==> config.mk <==
export PLATFORM = sky130hd
export DESIGN_NAME = bin_a_digitos
export DESIGN_NICKNAME = d
export VERILOG_FILES = /design/src/rtl/digitos_pkg.sv /design/src/rtl/bcd_ajuste3.sv /design/src/rtl/bin_a_digitos.sv
export SDC_FILE = /design/constraint.sdc
export NUM_CORES = 1
export LEC_CHECK = 0
export ABC_CLOCK_PERIOD_IN_PS = 2000
export BUFFER_PORTS_ARGS = -buffer_cell sky130_fd_sc_hd__clkbuf_2
export CORE_MARGIN = 1
export CORE_UTILIZATION = 45
export DETAILED_ROUTE_END_ITERATION = 10
export PLACE_DENSITY = 0.65
export SLEW_MARGIN = 20
export SYNTH_ARGS = -nofsm -noshare
export SYNTH_HDL_FRONTEND = slang
export SYNTH_SLANG_ARGS = --single-unit
==> constraint.sdc <==
create_clock -name clk -period 2 [get_ports clk]
set_clock_uncertainty 0.15 [all_clocks]
set_input_delay 0.1 -clock clk [delete_from_list [all_inputs] [get_ports clk]]
set_output_delay 0.1 -clock clk [all_outputs]
set_load 0.01 [all_outputs]
==> src/rtl/digitos_pkg.sv <==
// rtl/digitos_pkg.sv - shared digit-code constants and converter state encoding
package digitos_pkg;

    localparam int          DIG_W      = 5;
    localparam logic [4:0]  DIG_BLANCO = 5'd16;
    localparam logic [4:0]  DIG_ERROR  = 5'd17;
    localparam logic [9:0]  VALOR_MAX  = 10'd999;

    typedef enum logic [1:0] {
        ST_IDLE   = 2'd0,
        ST_SHIFT  = 2'd1,
        ST_FORMAT = 2'd2
    } estado_t;

    // Widens a BCD nibble into a displayable digit code.
    function automatic logic [DIG_W-1:0] nib_a_dig(input logic [3:0] nib);
        return {1'b0, nib};
    endfunction

endpackage

==> src/rtl/bcd_ajuste3.sv <==
// rtl/bcd_ajuste3.sv - double-dabble correction cell: add 3 when the nibble is 5 or more
module bcd_ajuste3 (
    input  logic [3:0] i_nib,
    output logic [3:0] o_nib
);

    always_comb begin
        o_nib = i_nib;
        if (i_nib >= 4'd5) begin
            o_nib = i_nib + 4'd3;
        end
    end

endmodule

==> src/rtl/bin_a_digitos.sv <==
// rtl/bin_a_digitos.sv - sequential binary-to-digit-code converter (units, tens, hundreds)
import digitos_pkg::*;

module bin_a_digitos (
    input  logic             clk,
    input  logic             rst,
    input  logic             start,
    input  logic [9:0]       valor,
    output logic             busy,
    output logic             done,
    output logic [DIG_W-1:0] u,
    output logic [DIG_W-1:0] d,
    output logic [DIG_W-1:0] c
);

    estado_t     r_estado;
    logic [9:0]  r_bin;
    logic [11:0] r_bcd;
    logic [3:0]  r_cnt;
    logic        r_err;
    logic        r_busy;
    logic        r_done;
    logic [4:0]  r_u;
    logic [4:0]  r_d;
    logic [4:0]  r_c;

    logic [11:0] w_bcd_adj;

    bcd_ajuste3 u_adj_u (.i_nib(r_bcd[3:0]),  .o_nib(w_bcd_adj[3:0]));
    bcd_ajuste3 u_adj_d (.i_nib(r_bcd[7:4]),  .o_nib(w_bcd_adj[7:4]));
    bcd_ajuste3 u_adj_c (.i_nib(r_bcd[11:8]), .o_nib(w_bcd_adj[11:8]));

    always_ff @(posedge clk) begin
        if (rst) begin
            r_estado <= ST_IDLE;
            r_bin    <= '0;
            r_bcd    <= '0;
            r_cnt    <= '0;
            r_err    <= 1'b0;
            r_busy   <= 1'b0;
            r_done   <= 1'b0;
            r_u      <= DIG_BLANCO;
            r_d      <= DIG_BLANCO;
            r_c      <= DIG_BLANCO;
        end else begin
            r_done <= 1'b0;
            case (r_estado)
                ST_IDLE: begin
                    if (start) begin
                        r_bin    <= valor;
                        r_bcd    <= '0;
                        r_cnt    <= '0;
                        // Overflow is judged on the binary input; BCD bits above 999 are lost.
                        r_err    <= (valor > VALOR_MAX);
                        r_busy   <= 1'b1;
                        r_estado <= ST_SHIFT;
                    end
                end
                ST_SHIFT: begin
                    {r_bcd, r_bin} <= {w_bcd_adj, r_bin} << 1;
                    r_cnt <= r_cnt + 4'd1;
                    if (r_cnt == 4'd9) begin
                        r_estado <= ST_FORMAT;
                    end
                end
                ST_FORMAT: begin
                    if (r_err) begin
                        r_u <= DIG_ERROR;
                        r_d <= DIG_ERROR;
                        r_c <= DIG_ERROR;
                    end else begin
                        r_u <= nib_a_dig(r_bcd[3:0]);
                        r_d <= (r_bcd[11:4] == 8'd0) ? DIG_BLANCO : nib_a_dig(r_bcd[7:4]);
                        r_c <= (r_bcd[11:8] == 4'd0) ? DIG_BLANCO : nib_a_dig(r_bcd[11:8]);
                    end
                    r_done   <= 1'b1;
                    r_busy   <= 1'b0;
                    r_estado <= ST_IDLE;
                end
                default: begin
                    r_busy   <= 1'b0;
                    r_estado <= ST_IDLE;
                end
            endcase
        end
    end

    assign busy = r_busy;
    assign done = r_done;
    assign u    = r_u;
    assign d    = r_d;
    assign c    = r_c;

endmodule

==> summary.txt <==
Floorplanning
  • Initial Util: 0.4673
  • Rows: 24
  • Die X: 69.01 um
  • Die Span Y: 69.01 um
  • I/O pins: 30
  • Core Area: 0.004324 mm^2
  • Die area: 0.004762 mm^2

Synthesis
  • Primary FF master, synth: dfxtp_1
  • #FFs+latches synth: 46
  • Async S/R FF share, synth: 0
  • Warnings from Yosys: 0
  • Synthesized net count: 243
  • Syn avg cell area: 9.102 um^2
  • Number of flops mapped to enable cells by yosys: 0
  • Sequential share of the synthesized area: 0.4557
  • Yosys cell types: 42
  • Mapped cell area: 0.002021 mm^2
  • Post-Synthesis Cells: 222

Cells and area
  • P&R area growth vs syn: 18.20%
  • Final #Nets: 279
  • Layout cell share with drive strength beyond 1: 0.1969
  • Final Core Density: 0.5524
  • ANT cells: 0
  • Fill cells: 398

STA
  • Rel. slew slack: 0.6088
  • Crit path time final: 1.676 ns
  • Fmax: 596.8 MHz
  • Worst-Margin Slew: 0.5852 ns
  • Fin crit share: 0.8378
  • Setup TNS: 0 ns
  • Endpoints failing setup: 0
  • RSZ-0062 raised after global routing: false
  • Slew Limit Fails: 0
  • Final Hold Vio Count: 0

Setup path
  • WP data required: 2.04 ns
  • WP data arrival: 1.71 ns
  • Worst Path Buf+Inv: 2
  • Maximum fanout along the worst path: 13
  • Crit Path Class: flop to flop
  • Max incr delay on CP: 0.54 ns
  • CP Launch Type: flop
  • Top cell family by delay on the critical path: compound AO/OA/AOI/OAI gates
  • Reg2reg setup slack: 0.32 ns
  • Critical path's slowest cell: dfxtp_1
  • Critical-path cell list: o21ba_2 -> nor2_1 -> buf_4 -> a222oi_1 -> inv_1
  • CP Capture Type: flop

Clock network
  • Root Buffer: clkbuf_8
  • Count of clock tree sinks: 46
  • CTS tree: yes
  • Clock Latency Late Sink: 0.30 ns
  • # Post-CTS Setup Buffers: 0
  • H-tree levels: 2
  • Max Root-Sink Buffers: 2
  • CTS Buf Count: 5
  • Clock transition at the registers of the reported paths: 0.08 ns

Power
  • Pwr Density: 749.8 mW/mm^2
  • Worst VDD drop: 0.4130 mV
  • Leak: 0.9997 nW

Placement
  • IO Port Bufs: 29
  • Gpl congestion: 0.7586
  • HPWL after DPL: 3054 um

Detailed routing
  • Final WL: 4473 um
  • Antenna Nets Post-Route: 0
  • Routed length per instance: 14.38 um
  • Residual DRC: 0
  • Initial DRT Pass Iterations: 4
  • Via density: 5.395
  • Iter 0 DRT Violations: 67
  • Vias: 1678

GRT
  • Global-route wire length before repair: 7562 um
  • Gr usage total: 0.2014
  • Vias in the first global route: 1588
  • GR Overflow Total: 0
  • Initial antenna violation count: 0
  • Largest net degree at the start of global routing: 19

Min path
  • Hold crit path type: primary input to flop

Run status
  • Status: finished clean

Flow run
  • Max cap viols: 0
[state kept, by name, summed over array words and instances (netlist names)]
name	flops
r_err	1
done	1
c	5
r_estado	2
r_bin	10
r_bcd	12
u	5
busy	1
d	5
r_cnt	4
[cells by family (layout without fill, tap and decap cells)]
logic type,count (synthesis),in the layout,share of synthesized area
XOR/XNOR,4,4,0.01734
adder cells (fa/ha/maj),8,8,0.04954
multiplexers,3,3,0.01486
AO/OA/AOI/OAI,58,58,0.2012
flip-flops,46,46,0.4557
AND/OR/NAND/NOR,77,77,0.2000
buffers and inverters,26,63,0.06130
[synth_stat cells, types with 4 or more instances]
| cell | n | area (um^2) |
|---|---|---|
| nand2b_1 | 8 | 50.05 |
| nor2b_1 | 5 | 31.28 |
| o21ai_0 | 7 | 35.03 |
| a22o_1 | 9 | 78.83 |
| nor2_1 | 26 | 97.59 |
| ha_1 | 8 | 100.1 |
| a21oi_1 | 19 | 95.09 |
| o31ai_1 | 4 | 30.03 |
| nand3b_1 | 6 | 45.04 |
| inv_1 | 11 | 41.29 |
| nand2_1 | 14 | 52.55 |
| buf_2 | 6 | 30.03 |
| dfxtp_1 | 46 | 920.9 |
| clkbuf_1 | 5 | 18.77 |
[layer usage]
metal  global-route usage  vias up  share of wire
met5                    0        -              0
met4              0.07483        0          0.016
met3              0.05409        6          0.038
met2               0.3290       39           0.46
met1               0.2535      777           0.48
li1                     -      856              -
[where the power goes]
group | switching, mW | internal (mW)
combinational | 0.0864 | 0.0738
clock | 0.310 | 0.349
sequential | 0.0261 | 0.945
total | 0.423 | 1.37
[layout by cell type, fill, tap and decap left out, types with 5 or more instances in the layout]
| cell type | synthesis | routed |
|---|---|---|
| clkbuf_8 | 0 | 8 |
| ha_1 | 8 | 8 |
| buf_4 | 3 | 8 |
| nand2b_1 | 8 | 8 |
| inv_1 | 11 | 11 |
| nand3b_1 | 6 | 6 |
| clkbuf_2 | 0 | 29 |
| nand2_1 | 14 | 14 |
| dfxtp_1 | 46 | 46 |
| nor2_1 | 26 | 26 |
| a21oi_1 | 19 | 19 |
| nor2b_1 | 5 | 5 |
| o21ai_0 | 7 | 7 |
| a22o_1 | 9 | 9 |
| dlygate4sd3_1 | 0 | 7 |
[tightest hold or removal path, cell delays in order]
cell      delay [ns]
clkbuf_2        0.10
o221ai_1        0.14
nor2_1          0.10
[metrics by stage]
| stage | total power [mW] | instances | instance area, um^2 | setup WS (ns) | hold slack [ns] |
|---|---|---|---|---|---|
| after detailed placement | 1.142 | 296 | 2208 | 0.3435 | 0.1676 |
| final | 1.791 | 311 | 2389 | 0.3244 | 0.02128 |
| after global routing | 1.863 | 311 | 2389 | 0.1734 | 0.05223 |
| after floorplan | 1.095 | 222 | 2021 | 0.4990 | 0.07548 |
| after global placement | 1.139 | 296 | 2208 | 0.3567 | 0.1719 |
| after CTS | 1.816 | 311 | 2389 | 0.3314 | 0.006216 |
[area by class of cell]
class	count	area, um^2	area share
timing repair buffer	44	275.3	0.1152
tap	52	65.06	0.02724
clock buffer	8	110.1	0.04610
inverter	11	41.29	0.01729
sequential	46	920.9	0.3855
multi-input combinational	150	975.9	0.4086
[final timing paths]
| kind | startpoint | to | depth (start not counted) |
|---|---|---|---|
| worst max-delay path | r_estado[0] | r_bin[3] | 5 |
| worst min-delay path | valor[9] | r_bin[9] | 3 |
| worst max register to register | r_estado[0] | r_bin[3] | 5 |
| worst min register to register | u[3] | u[3] | 2 |
[what timing repair did]
| action | 4_1_cts | 5_1_grt |
|---|---|---|
| hold buffers | 7 | 0 |
| hold endpoints to repair | 9 | 0 |
| resized for setup | 0 | 0 |
Note: power is estimated with default switching activity, not from simulation.
